[src/rtl/seg_scan.sv]
// -----------------------------------------------------------------------------
// seg_scan: time-multiplexed driver for DIGITS common-cathode 7-segment digits.
//
// Each digit owns a slot of DIV clock cycles. The first GAP cycles of a slot
// are blank (all com off) to stop ghosting between digits. The remaining
// cycles drive one-hot com and the decoded segments for that digit. Loaded
// data waits in a pending register and reaches the displayed shadow register
// only at a frame boundary (or while idle), so a frame never shows a mix of
// old and new digits.
//
// Parameters:
//   DIGITS  number of digits scanned (>= 1)
//   DIV     clock cycles per digit slot (> GAP)
//   GAP     blank cycles at the start of each slot (0 = no gap)
//
// Ports:
//   clk         system clock
//   rst_n       asynchronous active-low reset
//   en          scan enable; low blanks the display and parks the scanner
//   load        capture request for din / dp_in
//   din         BCD nibbles, din[3:0] is digit 0 (rightmost)
//   dp_in       decimal point per digit, 1 = lit
//   seg         {a,b,c,d,e,f,g,dp}, active-high, registered
//   com         one-hot digit select, active-high, registered
//   frame_done  one-cycle pulse after the edge on which the last slot ends
//
// Build option:
//   SEG_HEX_EN  when defined, codes 10-15 show A b C d E F; otherwise blank.
// -----------------------------------------------------------------------------
module seg_scan #(
  parameter int DIGITS = 4,
  parameter int DIV    = 1000,
  parameter int GAP    = 2
) (
  input  logic                  clk,
  input  logic                  rst_n,
  input  logic                  en,
  input  logic                  load,
  input  logic [4*DIGITS-1:0]   din,
  input  logic [DIGITS-1:0]     dp_in,
  output logic [7:0]            seg,
  output logic [DIGITS-1:0]     com,
  output logic                  frame_done
);

  localparam int IDX_W = (DIGITS > 1) ? $clog2(DIGITS) : 1;
  localparam int CNT_W = (DIV > 1) ? $clog2(DIV) : 1;

  localparam logic [IDX_W-1:0] IDX_LAST = IDX_W'(DIGITS - 1);
  localparam logic [CNT_W-1:0] CNT_LAST = CNT_W'(DIV - 1);
  localparam logic [CNT_W-1:0] GAP_C    = CNT_W'(GAP);

  localparam logic [1:0] ST_IDLE = 2'd0;
  localparam logic [1:0] ST_GAP  = 2'd1;
  localparam logic [1:0] ST_SHOW = 2'd2;

  logic [1:0]          state_q, state_d;
  logic [IDX_W-1:0]    idx_q, idx_d;
  logic [CNT_W-1:0]    cnt_q, cnt_d;
  logic [4*DIGITS-1:0] pend_din_q, pend_din_d;
  logic [DIGITS-1:0]   pend_dp_q, pend_dp_d;
  logic [4*DIGITS-1:0] shadow_din_q, shadow_din_d;
  logic [DIGITS-1:0]   shadow_dp_q, shadow_dp_d;
  logic [7:0]          seg_q, seg_d;
  logic [DIGITS-1:0]   com_q, com_d;
  logic                frame_done_q, frame_done_d;

  logic slot_end;
  logic wrap;
  logic frame_edge;

  // Segment pattern {a,b,c,d,e,f,g} for one code.
  function automatic logic [6:0] decode(input logic [3:0] code);
    logic [6:0] pat;
    case (code)
      4'd0:    pat = 7'b1111110;
      4'd1:    pat = 7'b0110000;
      4'd2:    pat = 7'b1101101;
      4'd3:    pat = 7'b1111001;
      4'd4:    pat = 7'b0110011;
      4'd5:    pat = 7'b1011011;
      4'd6:    pat = 7'b1011111;
      4'd7:    pat = 7'b1110000;
      4'd8:    pat = 7'b1111111;
      4'd9:    pat = 7'b1111011;
`ifdef SEG_HEX_EN
      4'd10:   pat = 7'b1110111;
      4'd11:   pat = 7'b0011111;
      4'd12:   pat = 7'b1001110;
      4'd13:   pat = 7'b0111101;
      4'd14:   pat = 7'b1001111;
      4'd15:   pat = 7'b1000111;
`endif
      default: pat = 7'b0000000;
    endcase
    return pat;
  endfunction

  always_comb begin
    // NOTE: every variable gets a default first so no path leaves it unassigned (no latches).
    state_d      = state_q;
    idx_d        = idx_q;
    cnt_d        = cnt_q;
    pend_din_d   = pend_din_q;
    pend_dp_d    = pend_dp_q;
    shadow_din_d = shadow_din_q;
    shadow_dp_d  = shadow_dp_q;
    seg_d        = 8'd0;
    com_d        = '0;

    slot_end   = (state_q != ST_IDLE) && (cnt_q == CNT_LAST);
    wrap       = en && slot_end && (idx_q == IDX_LAST);
    frame_edge = wrap || (state_q == ST_IDLE);

    if (load) begin
      pend_din_d = din;
      pend_dp_d  = dp_in;
    end

    // A load on the boundary edge itself goes straight to the shadow.
    if (frame_edge) begin
      shadow_din_d = load ? din   : pend_din_q;
      shadow_dp_d  = load ? dp_in : pend_dp_q;
    end

    if (!en) begin
      state_d = ST_IDLE;
      idx_d   = '0;
      cnt_d   = '0;
    end else begin
      if (state_q == ST_IDLE) begin
        idx_d = '0;
        cnt_d = '0;
      end else if (slot_end) begin
        cnt_d = '0;
        idx_d = (idx_q == IDX_LAST) ? '0 : idx_q + IDX_W'(1);
      end else begin
        cnt_d = cnt_q + CNT_W'(1);
      end
      state_d = ((GAP != 0) && (cnt_d < GAP_C)) ? ST_GAP : ST_SHOW;
    end

    // Outputs are computed from next-state values so they register on the same edge.
    if (state_d == ST_SHOW) begin
      com_d = DIGITS'(1) << idx_d;
      seg_d = {decode(shadow_din_d[{idx_d, 2'b00} +: 4]), shadow_dp_d[idx_d]};
    end

    frame_done_d = wrap;
  end

  // NOTE: sequential state uses non-blocking assignments so all registers update together.
  always_ff @(posedge clk or negedge rst_n) begin
    if (!rst_n) begin
      state_q      <= ST_IDLE;
      idx_q        <= '0;
      cnt_q        <= '0;
      pend_din_q   <= '0;
      pend_dp_q    <= '0;
      // NOTE: the shadow/pending data registers are reset too, so the first frame shows zeros.
      shadow_din_q <= '0;
      shadow_dp_q  <= '0;
      seg_q        <= 8'd0;
      com_q        <= '0;
      frame_done_q <= 1'b0;
    end else begin
      state_q      <= state_d;
      idx_q        <= idx_d;
      cnt_q        <= cnt_d;
      pend_din_q   <= pend_din_d;
      pend_dp_q    <= pend_dp_d;
      shadow_din_q <= shadow_din_d;
      shadow_dp_q  <= shadow_dp_d;
      seg_q        <= seg_d;
      com_q        <= com_d;
      frame_done_q <= frame_done_d;
    end
  end

  assign seg        = seg_q;
  assign com        = com_q;
  assign frame_done = frame_done_q;

endmodule
[config.mk]
export PLATFORM = sky130hd
export DESIGN_NAME = seg_scan
export DESIGN_NICKNAME = d
export VERILOG_FILES = /design/src/rtl/seg_scan.sv
export SDC_FILE = /design/constraint.sdc
export NUM_CORES = 1
export LEC_CHECK = 0
export ABC_AREA = 1
export CAP_MARGIN = 20
export CORE_ASPECT_RATIO = 1.2
export CORE_MARGIN = 2
export CORE_UTILIZATION = 51
export DETAILED_ROUTE_END_ITERATION = 7
export GPL_TIMING_DRIVEN = 0
export HOLD_SLACK_MARGIN = 0.12
export PLACE_DENSITY = 0.73
export SETUP_SLACK_MARGIN = 0.4
export SLEW_MARGIN = 40
export SYNTH_ARGS = -nofsm -noshare
export SYNTH_HDL_FRONTEND = slang
export SYNTH_SLANG_ARGS = --single-unit
[constraint.sdc]
create_clock -name clk -period 2.5 [get_ports clk]
set_clock_uncertainty 0.15 [all_clocks]
set_input_delay 0.25 -clock clk [delete_from_list [all_inputs] [get_ports clk]]
set_output_delay 0.25 -clock clk [all_outputs]
set_load 0.005 [all_outputs]
# Word-level counts from Yosys, hierarchy flattened
# Memory sizes are Yosys's and may differ from the RTL's.
# Cells that the tools add are included.
dict set report classes {
  shifts 2
  n_mux 18
  add_sub_neg 2
  n_lt_le_gt_ge 2
  n_reduce_logical 6
  eq_ne 3
}
# operator n
set ops {}
lappend ops {{$mux W10} 4}
lappend ops {{$mux W16} 2}
lappend ops {{$shiftx A16 B5 Y4} 1}
lappend ops {{$mux W2} 6}
lappend ops {{$mux W4} 3}
lappend ops {{$add A10 B1 Y10 const B} 1}
lappend ops {{$eq A10 B10 Y1 const B} 1}
lappend ops {{$lt A10 B2 Y1 const B} 1}
lappend ops {{$mux W8} 1}
lappend ops {{$eq A2 B2 Y1 const B} 2}
lappend ops {{$shl A1 B2 Y4 const A} 1}
lappend ops {{$logic_and A1 B1 Y1} 3}
lappend ops {{$lt A2 B3 Y1 const B} 1}
lappend ops {{$add A2 B1 Y2 const B} 1}
lappend ops {{$bmux W1 S2} 1}
lappend ops {{$logic_not A2 Y1} 1}
lappend ops {{$reduce_bool A2 Y1} 1}
lappend ops {{$logic_or A1 B1 Y1} 1}
lappend ops {{$mux W1} 1}
dict set report totals {
  word_cells 44
  register_bits 67
  memories 1
  output_inout_bits 13
  romBits 112
}
# memory words width read_ports rd_ports_with_merged_regs write_ports line_no
set memory_table {}
lappend memory_table {{(name not given)} 16 7 1 0 0 75} ;# case (code)

# Longest topological paths before layout
# Gate-level depths: netlist (run 1).
dict set report depth {
  word_depth 10
  ltp_mapped 18
  ltp_nobuf 18
}

# Worst setup path after synthesis (run 1)
# OpenSTA, ideal clock, no wires.
dict set report synth_timing {
  path_kind {register to register}
  start {register cnt_q[0]}
  end {register seg_q[4], in the netlist seg[4]}
  path_stages_with_launch 18
  arrival_time_ns 2.162
  setup_ns 0.116
  n_path_buf 1
  setup_slack_ns 0.072
  cell_sequence {dfrtp_1 ha_1 nand2_1 nor2_4 nand4_4 nand2_4 buf_6 nand2_1 o21ai_1 nor2_1 nor2_1 nand2_1 inv_1 ha_1 inv_1 nor2_1 nor2_1 nor2_1}
}
dict set report synth_via {
  elab_chain_cells 10
  elab_cells_between_ends 20
  cone_classes {1 x add/sub; 1 x order compare; 2 x eq/ne; 1 x shift; 10 x mux; 4 x reduce/logical; 1 x memory}
}
# item line_no
set synth_lines {}
lappend synth_lines {{from (decl)} 59} ;# logic [CNT_W-1:0] cnt_q, cnt_d;
lappend synth_lines {{from (signal assigned)} 169} ;# cnt_q <= cnt_d;
lappend synth_lines {{parallel branches: the longest is 9 deep, another holds $add A10 B1 Y10} --}
lappend synth_lines {{$mux W8 (*)} 144} ;# if (state_d == ST_SHOW) begin
lappend synth_lines {{net seg_d[4]} 64} ;# logic [7:0] seg_q, seg_d;
lappend synth_lines {{to (signal assigned)} 174} ;# seg_q <= seg_d;
lappend synth_lines {{to (decl)} 64}
# Mark *: on every way through the listed nets, which the timed path passes. The select of a mux whose other input is x is not followed.

# Worst setup path in the final report (run 1)
dict set report layout_timing {
  start {register idx_q[0]}
  end {register seg_q[3], in the netlist seg[3]}
}
dict set report layout_via {
  elab_chain_cells 8
  elab_cells_between_ends 12
  cone_classes {1 x add/sub; 1 x eq/ne; 1 x shift; 6 x mux; 2 x reduce/logical; 1 x memory}
}
# item line_no
set layout_lines {}
lappend layout_lines {{from (decl)} 58} ;# logic [IDX_W-1:0] idx_q, idx_d;
lappend layout_lines {{from (signal assigned)} 168} ;# idx_q <= idx_d;
lappend layout_lines {{$add A2 B1 Y2 or $eq A2 B2 Y1 (tied branches)} {136, 112}}
lappend layout_lines {{$mux W2} 136} ;# idx_d = (idx_q == IDX_LAST) ? '0 : idx_q + IDX_W'(1);
lappend layout_lines {{$mux W2} 134} ;# end else if (slot_end) begin
lappend layout_lines {{$mux W2} 131} ;# if (state_q == ST_IDLE) begin
lappend layout_lines {{$mux W2} 126} ;# if (!en) begin
lappend layout_lines {{$shiftx A16 B5 Y4 (*)} 146} ;# seg_d = {decode(shadow_din_d[{idx_d, 2'b00} +: 4]), shadow_dp_d[idx_d]};
lappend layout_lines {{$mem_v2 Z16 W7 (*)} --}
lappend layout_lines {{$mux W8 (*)} 144}
lappend layout_lines {{net seg_d[3]} 64}
# The timed path passes the listed nets; every way through them passes the cells marked *.

==> results of run 1 <==
==> cell usage after synthesis (all sizes together) <==
cell type	count	area [µm²]
and2	2	12.5
o21bai	1	7.51
nand3	31	208
nor2	63	327
nand2	101	422
mux2	15	169
buf	8	58.8
or2	1	6.26
clkbuf	1	3.75
a21oi	3	15.0
nand4	5	46.3
nand3b	6	45.0
nor3	1	5.00
o21ai	15	78.8
ha	7	87.6
dfrtp	67	1680
inv	41	154
xor2	1	8.76
==> state kept, by name (all words and copies together) (netlist names) <==
signal	cells
seg	8
pend_dp_q	4
shadow_din_q	16
frame_done	1
shadow_dp_q	4
state_q	2
idx_q	2
pend_din_q	16
cnt_q	10
com	4
==> metrics by stage <==
stage                     power (µW)  setup WS, ns
after global placement          1750         -1.18
after floorplan                 1600         0.191
final                           2830       -0.0904
after CTS                       2740       -0.0441
after detailed placement        1770        -0.293
after global routing            2980        -0.216
==> logic make-up after synthesis <==
group | after synthesis | share of synthesized area
fa+ha+maj | 7 | 0.0263
mux | 15 | 0.0507
flops | 67 | 0.503
compound gates | 19 | 0.0304
simple gates | 210 | 0.322
buf+inv | 50 | 0.0650
xor+xnor | 1 | 0.00263
==> layout by cell type, fill, tap and decap left out, drive strengths merged, types with 2 or more instances in the layout <==
cell,count
nand2,101
dfrtp,67
nor2,63
inv,42
buf,37
clkdlybuf4s50,34
nand3,31
mux2,15
o21ai,15
clkbuf,12
ha,7
nand3b,6
nand4,5
a21oi,3
clkinv,3
and2,2
clkinvlp,2
==> area by class of cell <==
cell class	count	share of cell area
repair buffers	67	0.143
clock buffers	9	0.0273
plain buffers	9	0.0166
inverters	41	0.0372
well taps	85	0.0234
clock inverters	7	0.0168
flip-flops and latches	67	0.370
multi-input cells	252	0.366
==> routing by layer <==
metal | vias to the layer above | part of all wire | global-route usage
met1 | 1296 | 0.43 | 0.268
met5 | - | 0 | 0
met4 | 0 | 0.032 | 0.110
met3 | 17 | 0.031 | 0.0400
met2 | 64 | 0.50 | 0.353
li1 | 1323 | - | -
==> path summary, 6_finish.rpt <==
path / from / endpoint / slack, ns / depth (start not counted)
min: load / pend_din_q[9] / 0.18 / 2
min reg2reg: shadow_din_q[8] / shadow_din_q[8] / 0.33 / 2
min in group asynchronous: rst_n / pend_din_q[11] / 0.28 / 2
max reg2reg: idx_q[0] / seg[3] / -0.09 / 15
max: idx_q[0] / seg[3] / -0.09 / 15
max in group asynchronous: rst_n / seg[0] / 1.38 / 3
==> power groups by stage <==
stage / clock network, µW / registers, µW / logic, µW
finish: 910 / 1230 / 688
global route: 982 / 1240 / 755
CTS: 930 / 1230 / 580
detailed placement: 0 / 1250 / 517
global placement: 0 / 1250 / 501
floorplan: 0 / 1240 / 360
==> worst register-to-register path: stages, from the launching register on <==
cell and delay (ns):
dfrtp_1 0.42, ha_2 0.21, or2_4 0.22, nand4_1 0.19
nand3_4 0.18, nand2_4 0.13, inv_4 0.04, nand2_2 0.05
nand2_2 0.07, nor2_4 0.24, inv_2 0.11, ha_4 0.17
nand2_1 0.05, nand2_1 0.07, nor2_2 0.13, nor2_1 0.05
==> what timing repair did <==
item / in CTS / in global routing
hold buffers: 1 / 0
gates resized for setup: 10 / 59
hold endpoints to repair: 42 / 0
pin swaps: 11 / 27
cloned: 1 / 0
endpoints found under the setup margin: 14 / 16
buffers inserted: 14 / 15
==> metrics.txt, run 1 <==
switching share of power=0.304; drt drc=0; fin crit share=1.04; WL per Instance=13.7 µm; vias in the first global route=2633; setup tns final=-0.268 ns; critical path arrival=2.68 ns; Area Growth Syn to Fin=36.2%; worst hold slack=0.178 ns; register area=1680 µm²; GPL Wtd Cong=0.869; Rows=32; placed cells=490; post-layout util=0.712; clock buffer depth=2; first-pass GRT wire length=12000 µm; cells along the critical path=ha_2 -> or2_4 -> nand4_1 -> nand3_4 -> nand2_4 -> inv_4 -> nand2_2 -> nand2_2 -> nor2_4 -> inv_2 -> ha_4 -> nand2_1 -> nand2_1 -> nor2_2 -> nor2_1; Hold Violations, Final=0; Internal Pwr Total=1970 µW; Crit Path Max Fanout=7; H-tree Lvls=3; PortBufs=35; Final HPWL DP=4730 µm; TritonCTS clock tree=done; ANT nets after route=0; setup violators final=6; CP Class=flop to flop; Starting DRT DRC Count=71; max cap viols=0; combinational power share=0.243; CTS Buf Count=9; failing checks=setup timing; # IOs=37; area of the mapped netlist=3330 µm²; DRT Pass-1 Iters=5; slowest cell on the critical path=dfrtp_1; Tot GR Track Use=0.214; Flop pwr share=0.436; fin crit period=2.59 ns; largest net degree at the start of global routing=44; slew of the pin with the lowest slew margin=0.554 ns; fin. max-slew vios=0; #FFs+latches synth=67; final-stage net count=478; Vias/cell=5.03; number of fill cells=462; Yosys warnings=0; Sw Pwr=862 µW; Post-DP Area=3840 µm²; Die W=77.8 µm; layout cells sized above 1=0.352; Starting Density=0.523; CP bufs+invs=2; final worst setup slack=-0.0904 ns; number of library cell types mapped by synthesis=30; Worst EP required=2.59 ns; ANT cells=0; Via Count=2700; status=complete, but fails checks; die area=7200 µm²; final cell count without fillers=537; Critical Path Source Type=flop; clk root buf=clkbuf_8; final wirelength=7380 µm; Setup crit end kind=flop; CTS sink cnt=67; area of the core=6370 µm²; post-route cell area=4540 µm²; antenna violations before repair=0; clock-pin slew on the worst setup and hold paths=0.08 ns; PD cells=625 nW/µm²; maximum vdd drop=0.000691 V; CP top delay family=simple AND/OR/NAND/NOR gates; largest stage delay on the critical path=0.42 ns; Skew-Pair Late Insertion Delay=0.35 ns; gr ovfl total=0; RSZ-0062 raised after global routing=true; clock share of power=0.321; Worst slew margin=0.631; die height=92.5 µm; Avg Synthesized Cell Area=9.03 µm²; Multi-input gate area=1660 µm²; worst hold path class=primary input to flop; sequential share of the synthesized area=0.503; Post-Synthesis Cells=369; Syn Nets=400; Leak=0.00218 µW; f_max=0.386 GHz
Note: power is estimated with default switching activity, not from simulation.
==> inputs of run 2 (changes only) <==
- SKIP_CTS_REPAIR_TIMING: default -> 1
==> run 2 against run 1 <==
  * The flow still finishes with violations (setup timing)
  * Final cell count shrank 1.1%
  * Clock-buffer cell count did not move
  * Combinational power decreased by 1%
  * Total power rose by 0.13%
  * Register-to-register slack got worse by 0.07 ns
  * Via count decreased by 2.3%
  * Non-clock buffer count fell by 6
  * Sequential share of layout area grew 0.27 points
  * Critical path depth rose by 1
  * Largest power group unchanged
==> metrics.txt, run 2 (synthesis results as in run 1) <==
CTS Buf Count=9 (unchanged); die area=7200 µm² (unchanged); antenna violations before repair=0 (unchanged); number of fill cells=466 (+0.87%); fin crit period=2.66 ns (+0.0687 ns); setup violators final=7 (+1); CP Class=flop to flop; GR Util met3=0.0400 (unchanged); Final HPWL DP=4730 µm (unchanged); RSZ-0062 raised after global routing=true; largest stage delay on the critical path=0.42 ns (about the same); drt drc=0 (unchanged); final cell count without fillers=531 (-1.1%); HP Start=load; slowest cell on the critical path=dfrtp_1; register area=1680 µm² (-0.15%); fin. max-slew vios=0 (unchanged); post-layout util=0.706 (-0.00629); Setup crit end kind=flop; Via Count=2638 (-2.3%); R2R Path Start=cnt_q[0]; final-stage net count=472 (-1.3%); largest registers=pend_din_q x16, shadow_din_q x16, cnt_q x10; clock-pin slew on the worst setup and hold paths=0.08 ns (about the same); CTS sink cnt=67 (unchanged); post-route total power=2840 µW (+0.13%); GPL Wtd Cong=0.869 (unchanged); cells along the critical path=ha_4 -> nand2_4 -> nor2_4 -> buf_6 -> nand4_1 -> nand3_4 -> nor2_4 -> nand2_2 -> nand2_2 -> nor2_4 -> inv_2 -> ha_4 -> nand2_1 -> nand2_1 -> nor2_1 -> nor2_1; GR Layer Usage met2=0.335 (-0.0172); most common cell after layout, fill and taps aside=nand2_1; r2r worst-path depth=16 (+1); slew of the pin with the lowest slew margin=0.552 ns (-0.00165 ns); critical path arrival=2.75 ns (+0.07 ns); PortBufs=35 (unchanged); busiest layer in global routing=met2; layout cells sized above 1=0.336 (-0.0154); Die W=77.8 µm (unchanged); placed cells=490 (unchanged); Hold Path Depth=2 (unchanged); clk root buf=clkbuf_8; clock buffer depth=2 (unchanged); max cap viols=0 (unchanged); area of the core=6370 µm² (unchanged); # IOs=37 (unchanged); gr ovfl total=0 (unchanged); PD cells=631 nW/µm² (+1.0%); Area Growth Syn to Fin=35.0%; Skew-Pair Late Insertion Delay=0.36 ns (about the same); maximum vdd drop=0.000639 V (-7.5%); largest net degree at the start of global routing=44 (unchanged); H-tree Lvls=3 (unchanged); Rows=32 (unchanged); worst hold path class=primary input to flop; Starting DRT DRC Count=109 (+54%); Worst EP required=2.60 ns (about the same); DRT Pass-1 Iters=4 (-1); f_max=0.376 GHz (-2.6%); Tot GR Track Use=0.207 (-0.00671); Starting Density=0.523 (unchanged); failing checks=setup timing; Critical Path Source Type=flop; most frequent cells in the layout=nand2_1, dfrtp_1, nor2_1; Placement Setup Slack=-0.293 ns (unchanged); fin crit share=1.06 (+0.0275); Worst Hold Path EP=pend_din_q[9]; die height=92.5 µm (unchanged); GR met1 Demand/Resource=0.255 (-0.0136); ANT nets after route=0 (unchanged); ANT cells=0 (unchanged); most frequent CP cell=nor2_4; TritonCTS clock tree=done; WL per Instance=13.9 µm (+1.2%); Hold Violations, Final=0 (unchanged); final wirelength=7380 µm (about the same); first-pass GRT wire length=11600 µm (-3.4%); Leak=0.00216 µW (-0.78%); vias in the first global route=2568 (-2.5%); Multi-input gate area=1680 µm² (+1.1%); reg2reg end=seg[3]; Vias/cell=4.97 (-1.2%); flop-to-flop setup slack=-0.16 ns (-0.07 ns); Worst slew margin=0.632 (+0.00110); setup tns final=-0.853 ns (-0.585 ns); Crit Path Max Fanout=7 (unchanged); final worst setup slack=-0.159 ns (-0.0687 ns); status=complete, but fails checks
==> run 2: layout make-up <==
class / count / area share
Multi-Input combinational cell: 252 / 0.373
Inverter: 41 / 0.0370
Sequential cell: 67 / 0.373
Tap cell: 85 / 0.0237
Buffer: 9 / 0.0167
Clock buffer: 9 / 0.0276
Clock inverter: 7 / 0.0170
Timing Repair Buffer: 61 / 0.132
==> run 2: through the flow <==
step | hold WS, ns | cell area (µm²)
floorplan | -0.196 | 3370
global placement | 0.314 | 3820
detailed placement | 0.129 | 3840
CTS | -0.256 | 4040
global route | 0.183 | 4500
finish | 0.173 | 4500
==> run 2: worst max-delay path by stage <==
stage / from / to / cells after the start / slack (ns)
finish: cnt_q[0] / seg[3] / 16 / -0.16
floorplan: cnt_q[0] / seg[4] / 17 / 0.19
global placement: rst_n / pend_din_q[12] / 1 / -1.18
CTS: cnt_q[0] / seg[4] / 17 / -0.21
detailed placement: en / seg[4] / 15 / -0.29
global route: cnt_q[0] / seg[3] / 16 / -0.34
==> run 2: where the power goes <==
part | switching [µW] | internal (µW)
clock | 456 | 465
combinational | 378 | 303
sequential | 40.2 | 1190
==> run 2: per-layer routing <==
layer,vias up,part of all wire
met2,53,0.50
li1,1306,-
met1,1266,0.44
met5,-,0
met3,13,0.033
met4,0,0.027
==> run 2: critical path: cells and delay by family, from the launching register on <==
| kind | cells | cell delay (ns) |
|---|---|---|
| fa+ha+maj | 2 | 0.35 |
| buf+inv | 2 | 0.24 |
| flops | 1 | 0.42 |
| simple gates | 12 | 1.38 |
